File: src/rtl/matvec_sequencer.sv
// Command-driven sequencer for one matrix-vector multiply on a PE_NUMBER-wide
// systolic array. Loads the vector and matrix into the operand RAM, issues
// skewed per-PE fetch addresses, writes the drained results back to RAM and
// streams them out on a valid/ready result channel.
module matvec_sequencer #(
  parameter int          ADDR_SIZE = 10,
  parameter int          WORD_SIZE = 16,
  parameter int          PE_NUMBER = 64,
  parameter logic [15:0] BASE_ADDR = 16'h000f,
  parameter logic [15:0] ZERO_ADDR = 16'hffff,
  parameter int          ARRAY_LAT = 2
) (
  input  logic                           clk,
  input  logic                           rst_n,
  input  logic                           cmd_valid,
  output logic                           cmd_ready,
  input  logic [3:0]                     cmd_op,
  input  logic [WORD_SIZE-1:0]           cmd_data,
  output logic                           mem_w_en,
  output logic [ADDR_SIZE-1:0]           mem_w_addr,
  output logic [WORD_SIZE-1:0]           mem_w_data,
  output logic [ADDR_SIZE-1:0]           mem_r_addr,
  input  logic [WORD_SIZE-1:0]           mem_r_data,
  output logic [ADDR_SIZE-1:0]           vec_addr,
  output logic [PE_NUMBER*ADDR_SIZE-1:0] pe_addr,
  output logic                           arr_clear,
  output logic                           arr_read,
  input  logic [WORD_SIZE-1:0]           arr_result,
  output logic                           res_valid,
  input  logic                           res_ready,
  output logic [WORD_SIZE-1:0]           res_data,
  output logic                           busy,
  output logic                           err
);

  localparam logic [ADDR_SIZE-1:0] BASE_A     = BASE_ADDR[ADDR_SIZE-1:0];
  localparam logic [ADDR_SIZE-1:0] ZERO_A     = ZERO_ADDR[ADDR_SIZE-1:0];
  localparam logic [ADDR_SIZE-1:0] A_ONE      = ADDR_SIZE'(1);
  localparam logic [31:0]          ADDR_SPACE = 32'(1) << ADDR_SIZE;

  localparam logic [3:0] OP_SET_ROWS = 4'd1;
  localparam logic [3:0] OP_SET_COLS = 4'd2;
  localparam logic [3:0] OP_START    = 4'd3;
  localparam logic [3:0] OP_WR_VEC   = 4'd4;
  localparam logic [3:0] OP_WR_MAT   = 4'd5;
  localparam logic [3:0] OP_RD_RES   = 4'd6;
  localparam logic [3:0] OP_CLR_ERR  = 4'd7;

  typedef enum logic [2:0] {
    S_IDLE, S_LD_VEC, S_LD_MAT, S_FETCH, S_DRAIN, S_WRITEBACK, S_WB_CLEAR, S_READOUT
  } state_t;

  state_t                 state_reg;
  logic [7:0]             rows_reg;
  logic [7:0]             cols_reg;
  logic                   err_reg;
  logic [15:0]            ld_cnt_reg;
  logic [ADDR_SIZE-1:0]   ld_addr_reg;
  logic [8:0]             t_cnt_reg;
  logic [ADDR_SIZE-1:0]   row_base_reg;
  logic [7:0]             drain_cnt_reg;
  logic [7:0]             wb_cnt_reg;
  logic [7:0]             rd_idx_reg;
  logic                   rd_phase_reg;
  logic [ADDR_SIZE-1:0]   rd_addr_reg;
  logic                   res_valid_reg;
  logic [WORD_SIZE-1:0]   res_data_reg;

  logic [15:0]            rc_prod;
  logic [ADDR_SIZE-1:0]   mat_base;
  logic [ADDR_SIZE-1:0]   res_base;
  logic [31:0]            cfg_need;
  logic                   cfg_bad;
  logic                   fetch_last;
  logic [15:0]            ld_target;
  logic                   ld_last;
  logic                   in_load;

  // Layout bases and the START-time configuration sanity check
  assign rc_prod    = 16'(rows_reg) * 16'(cols_reg);
  assign mat_base   = BASE_A + ADDR_SIZE'(rows_reg);
  assign res_base   = mat_base + ADDR_SIZE'(rc_prod);
  assign cfg_need   = 32'(rows_reg) + 32'(rc_prod) + 32'(cols_reg) + 32'(BASE_ADDR);
  assign cfg_bad    = (rows_reg == 8'd0) || (cols_reg == 8'd0) ||
                      (32'(cols_reg) > 32'(PE_NUMBER)) || (cfg_need > ADDR_SPACE);
  assign fetch_last = (t_cnt_reg == 9'(rows_reg) + 9'(cols_reg) - 9'd2);
  assign in_load    = (state_reg == S_LD_VEC) || (state_reg == S_LD_MAT);
  assign ld_target  = (state_reg == S_LD_VEC) ? 16'(rows_reg) : rc_prod;
  assign ld_last    = (ld_cnt_reg == ld_target - 16'd1);

  assign cmd_ready  = (state_reg == S_IDLE) || in_load;
  assign arr_read   = (state_reg == S_WRITEBACK);
  assign arr_clear  = !((state_reg == S_FETCH) || (state_reg == S_DRAIN) ||
                        (state_reg == S_WRITEBACK));
  assign busy       = (state_reg != S_IDLE);
  assign err        = err_reg;
  assign mem_r_addr = rd_addr_reg;
  assign res_valid  = res_valid_reg;
  assign res_data   = res_data_reg;

  assign vec_addr = ((state_reg == S_FETCH) && (32'(t_cnt_reg) < 32'(rows_reg)))
                    ? BASE_A + ADDR_SIZE'(t_cnt_reg) : ZERO_A;

  // Lane i reads row k=t-i; row_base tracks mat_base+t*C so the lane offset is -i*(C-1).
  // Unsigned wrap of t-i makes the "t<i" case fall outside the row range.
  for (genvar gi = 0; gi < PE_NUMBER; gi++) begin : g_lane
    localparam logic [31:0] LANE = 32'(gi);
    logic                 lane_on;
    logic [ADDR_SIZE-1:0] lane_addr;
    assign lane_on   = (state_reg == S_FETCH) && (LANE < 32'(cols_reg)) &&
                       ((32'(t_cnt_reg) - LANE) < 32'(rows_reg));
    assign lane_addr = row_base_reg - ADDR_SIZE'(LANE * 32'(cols_reg)) + ADDR_SIZE'(LANE);
    assign pe_addr[gi*ADDR_SIZE +: ADDR_SIZE] = lane_on ? lane_addr : ZERO_A;
  end

  // RAM write port: operand words on accept during loads, array results during writeback
  always_comb begin
    mem_w_en   = 1'b0;
    mem_w_addr = '0;
    mem_w_data = '0;
    if (in_load && cmd_valid) begin
      mem_w_en   = 1'b1;
      mem_w_addr = ld_addr_reg;
      mem_w_data = cmd_data;
    end else if (state_reg == S_WRITEBACK) begin
      mem_w_en   = 1'b1;
      mem_w_addr = res_base + ADDR_SIZE'(wb_cnt_reg);
      mem_w_data = arr_result;
    end
  end

  // Main sequencer FSM with its counters and the registered result channel
  always_ff @(posedge clk) begin
    if (!rst_n) begin
      state_reg     <= S_IDLE;
      rows_reg      <= '0;
      cols_reg      <= '0;
      err_reg       <= 1'b0;
      ld_cnt_reg    <= '0;
      ld_addr_reg   <= '0;
      t_cnt_reg     <= '0;
      row_base_reg  <= '0;
      drain_cnt_reg <= '0;
      wb_cnt_reg    <= '0;
      rd_idx_reg    <= '0;
      rd_phase_reg  <= 1'b0;
      rd_addr_reg   <= '0;
      res_valid_reg <= 1'b0;
      res_data_reg  <= '0;
    end else begin
      case (state_reg)
        S_IDLE: begin
          if (cmd_valid) begin
            case (cmd_op)
              OP_SET_ROWS: rows_reg <= cmd_data[7:0];
              OP_SET_COLS: cols_reg <= cmd_data[7:0];
              OP_CLR_ERR:  err_reg  <= 1'b0;
              OP_START: begin
                if (cfg_bad) begin
                  err_reg <= 1'b1;
                end else begin
                  state_reg    <= S_FETCH;
                  t_cnt_reg    <= '0;
                  row_base_reg <= mat_base;
                end
              end
              OP_WR_VEC: begin
                if (rows_reg == 8'd0) begin
                  err_reg <= 1'b1;
                end else begin
                  state_reg   <= S_LD_VEC;
                  ld_addr_reg <= BASE_A;
                  ld_cnt_reg  <= '0;
                end
              end
              OP_WR_MAT: begin
                if (rc_prod == 16'd0) begin
                  err_reg <= 1'b1;
                end else begin
                  state_reg   <= S_LD_MAT;
                  ld_addr_reg <= mat_base;
                  ld_cnt_reg  <= '0;
                end
              end
              OP_RD_RES: begin
                if (cols_reg == 8'd0) begin
                  err_reg <= 1'b1;
                end else begin
                  state_reg     <= S_READOUT;
                  rd_idx_reg    <= '0;
                  rd_phase_reg  <= 1'b0;
                  rd_addr_reg   <= res_base;
                  res_valid_reg <= 1'b0;
                end
              end
              default: ;
            endcase
          end
        end
        S_LD_VEC, S_LD_MAT: begin
          if (cmd_valid) begin
            ld_addr_reg <= ld_addr_reg + A_ONE;
            ld_cnt_reg  <= ld_cnt_reg + 16'd1;
            if (ld_last) state_reg <= S_IDLE;
          end
        end
        S_FETCH: begin
          t_cnt_reg    <= t_cnt_reg + 9'd1;
          row_base_reg <= row_base_reg + ADDR_SIZE'(cols_reg);
          if (fetch_last) begin
            state_reg     <= S_DRAIN;
            drain_cnt_reg <= '0;
          end
        end
        S_DRAIN: begin
          if (drain_cnt_reg == 8'(ARRAY_LAT - 1)) begin
            state_reg  <= S_WRITEBACK;
            wb_cnt_reg <= '0;
          end else begin
            drain_cnt_reg <= drain_cnt_reg + 8'd1;
          end
        end
        S_WRITEBACK: begin
          wb_cnt_reg <= wb_cnt_reg + 8'd1;
          if (wb_cnt_reg == cols_reg - 8'd1) state_reg <= S_WB_CLEAR;
        end
        S_WB_CLEAR: state_reg <= S_IDLE;
        S_READOUT: begin
          // The next address is issued as soon as a word is captured, so after a
          // handshake the following word is already on mem_r_data: one bubble.
          if (!res_valid_reg) begin
            if (!rd_phase_reg) begin
              rd_phase_reg <= 1'b1;
            end else begin
              res_data_reg  <= mem_r_data;
              res_valid_reg <= 1'b1;
              rd_addr_reg   <= rd_addr_reg + A_ONE;
            end
          end else if (res_ready) begin
            res_valid_reg <= 1'b0;
            if (rd_idx_reg == cols_reg - 8'd1) state_reg <= S_IDLE;
            else rd_idx_reg <= rd_idx_reg + 8'd1;
          end
        end
        default: state_reg <= S_IDLE;
      endcase
    end
  end

endmodule
File: config.mk
export PLATFORM = sky130hd
export DESIGN_NAME = matvec_sequencer
export DESIGN_NICKNAME = d
export VERILOG_FILES = /design/src/rtl/matvec_sequencer.sv
export SDC_FILE = /design/constraint.sdc
export NUM_CORES = 2
export LEC_CHECK = 0
export CAP_MARGIN = 25
export CORE_UTILIZATION = 50
export CTS_CLUSTER_DIAMETER = 40
export DETAILED_ROUTE_END_ITERATION = 7
export HOLD_SLACK_MARGIN = 0.12
export PLACE_DENSITY = 0.85
export SETUP_SLACK_MARGIN = 0.2
export SYNTH_ARGS = -nofsm -noshare
export SYNTH_HDL_FRONTEND = slang
export SYNTH_SLANG_ARGS = --single-unit
File: constraint.sdc
create_clock -name clk -period 10.7 [get_ports clk]
set_clock_uncertainty 0.1 [all_clocks]
set_input_delay 2.14 -clock clk [delete_from_list [all_inputs] [get_ports clk]]
set_output_delay 2.14 -clock clk [all_outputs]
set_load 0.05 [all_outputs]
==> impl_metrics.tcl <==
set metrics [dict create \
    ir_worst_vdd_uv 116 \
    wl_per_cell_um 29.9 \
    dpl.hpwl_mm 225 \
    comb_power_share_pct 74.9 \
    ys.flop_type "dfxtp_1" \
    cts_tree "yes" \
    synth_fp_nets 8784 \
    coreArea_um2 112000 \
    drt-total-wl_mm 279 \
    internal-power_mw 2.09 \
    die_x_um 339 \
    fmax_mhz 101 \
    grt_pass1_vias 56127 \
    synth.area.top_cells "ha_1 (27%), fa_1 (17%), xnor2_1 (10%)" \
    grt_util_all_layers_pct 47.2 \
    synth_cells 7034 \
    power_mw 4.53 \
    cp_data_required_time_ns 8.46 \
    area_growth_pct 19.6 \
    synth_top_area_cell "ha_1" \
    rsz0062_at_grt "false" \
    drv_slew 0 \
    worstPathArrival_ns 7.70 \
    vias 57406 \
    startpoint_type "flop" \
    path_class "reg2out" \
    gp_congestion 1.10 \
    post-cts-setup-buffers 0 \
    leakage_nw 30.1 \
    ios 765 \
    finish.instance_area_um2 67900 \
    start_util_pct 50.5 \
    dp_slack_ns 1.32 \
    swShare_pct 54.0 \
    max_cap_violations 0 \
    tightest_slew_ns 1.26 \
    dr.first_iter.drc_count 6395 \
    instances_no_fill 9320 \
    path_max_fanout 14 \
    grt_first_pass_wirelength_mm 394 \
    fin_ws_ns 0.757 \
    final-hold-violation-count 0 \
    hold_class "reg2reg" \
    grt_antenna_before_repair 13 \
    drcViolationCount 6 \
    ctsHoldBuffers 0 \
    synth_edf_count 0 \
    die_y_um 339 \
    ant_nets 0 \
    power_frac_seq_pct 11.2 \
    nets 9552 \
    setup_viol 0 \
    netlist_area_um2 56800 \
    rows 123 \
    end_kind "output pin" \
    pwr_density_cell_nw_per_um2 66.8 \
    clockBufferDepth 2 \
    cts_resized 0 \
    slew_headroom_pct 16.3 \
    violations "DRC" \
    dpl_cell_area_um2 67200 \
    root_buffer "clkbuf_16" \
    drive_above_1_share_pct 4.49 \
    port_buffers 764 \
    vias_per_cell 6.16 \
    power.switching_mw 2.45 \
    yosysWarnings 0 \
    drtPass1Iterations 8 \
    period_share_pct 92.9 \
    pwr-share-clk_pct 13.9 \
    avgSynthCellArea_um2 8.07 \
    clk_latency_ns 0.45 \
    synth_cell_type_count 95 \
    cts_buffers 17 \
    fin_setup_tns_ns 0 \
    dp.cells 9274 \
    synthArstFlopShare_pct 0 \
    yosysTopAreaCellShare_pct 26.9 \
    grt_overflow 0 \
    clock_sinks 117 \
    status "finished with violations" \
    clk_pin_slew_ns 0.07 \
    grt_max_degree 59 \
    cts_max_level 4 \
    die-area_um2 115000 \
    synth-seq-cells 117 \
    ys_seq_area_share_pct 4.12 \
    fin_crit_ns 9.94 \
]
## stage by stage
stage,hold WS [ns],utilization (%)
3_5_place_dp,0.349,59.7
6_report,0.355,60.4
4_1_cts,0.356,60.3
2_1_floorplan,0.341,-
5_1_grt,0.376,60.4
3_3_place_gp,0.342,59.6
## cell usage in the layout (no fill, tap or decap), types with 124 or more instances in the layout
master / count
ha_1: 1221
inv_1: 927
clkdlybuf4s50_1: 764
nand2_1: 754
xnor2_1: 668
a21oi_1: 574
fa_1: 471
nor2_1: 270
o21ai_0: 256
a21o_1: 220
xor2_1: 218
buf_4: 163
nand2b_1: 147
o21bai_1: 140
nor2b_1: 124
## path summary, 6_finish.rpt
| path | from | to | slack (ns) | cells past startpoint |
|---|---|---|---|---|
| worst max register to register | rows_reg[0] | t_cnt_reg[0] | 2.19 | 25 |
| worst min register to register | res_data[4] | res_data[4] | 0.35 | 2 |
| worst min-delay path | res_data[4] | res_data[4] | 0.35 | 2 |
| worst max-delay path | rows_reg[0] | mem_w_addr[9] | 0.76 | 23 |
## critical path: stages, from the launching register on
cell             delay, ns
dfxtp_1               0.78
clkinv_1              0.61
nor2_1                0.30
fa_1                  0.26
fa_1                  0.42
ha_1                  0.30
inv_1                 0.05
fa_1                  0.52
inv_1                 0.04
ha_1                  0.25
a211oi_1              0.41
nor3b_1               0.12
or2_2                 0.36
inv_1                 0.19
ha_1                  0.30
o21ai_0               0.13
nor2b_1               0.20
xnor2_1               0.18
ha_1                  0.32
nor2b_1               0.14
o21ai_0               0.20
xnor2_1               0.19
a22o_1                0.16
clkdlybuf4s50_1       0.81
## layer usage
| layer | GRT usage [%] | routed length (µm) | up-vias |
|---|---|---|---|
| met4 | 35.0 | 25200 | 10 |
| met3 | 14.2 | 33700 | 1018 |
| met2 | 69.9 | 115000 | 3566 |
| met5 | 0 | 69 | - |
| li1 | - | - | 25088 |
| met1 | 57.5 | 104000 | 27724 |
## synthesized netlist by cell type, types with 21 or more instances
cell / instances
ha_1: 1223
inv_1: 935
nand2_1: 754
xnor2_1: 668
a21oi_1: 579
fa_1: 471
nor2_1: 273
o21ai_0: 256
a21o_1: 220
xor2_1: 218
clkbuf_1: 150
nand2b_1: 147
o21bai_1: 140
nor2b_1: 124
dfxtp_1: 117
nand3_1: 100
nor3_1: 47
and3_1: 45
nand4_1: 37
a31oi_1: 28
buf_1: 28
or2_2: 27
mux2i_1: 26
o21a_1: 26
and2_1: 25
a2111oi_0: 21
a22o_1: 21
## cell type report
| class | instances | area [µm²] |
|---|---|---|
| fill | 10073 | 44600 |
| clock buffer | 21 | 482 |
| antenna | 5 | 12.5 |
| tap | 1500 | 1880 |
| sequential | 117 | 2370 |
| clock inverter | 11 | 135 |
| timing repair buffer | 942 | 9090 |
| inverter | 950 | 3570 |
| multi-input combinational | 5774 | 50400 |
## power groups by stage
stage / clock, mW / combinational, mW / sequential (mW)
4_1_cts: 0.638 / 3.30 / 0.505
2_1_floorplan: 0 / 2.15 / 0.515
5_1_grt: 0.653 / 3.61 / 0.510
3_3_place_gp: 0 / 3.24 / 0.513
3_5_place_dp: 0 / 3.28 / 0.515
6_report: 0.631 / 3.40 / 0.508
## cell families (layout without fill, tap and decap cells)
logic type,count (synthesis),after routing,share of synthesized area (%)
adder cells (fa/ha/maj),1694,1694,43.5
multiplexers,29,29,0.518
other,0,5,0
XOR/XNOR,892,892,13.9
AND/OR/NAND/NOR,1668,1668,13.8
AO/OA/AOI/OAI,1491,1491,16.5
buffers and inverters,1143,1924,7.60
flip-flops,117,117,4.12
(Power assumes the default switching activity.)
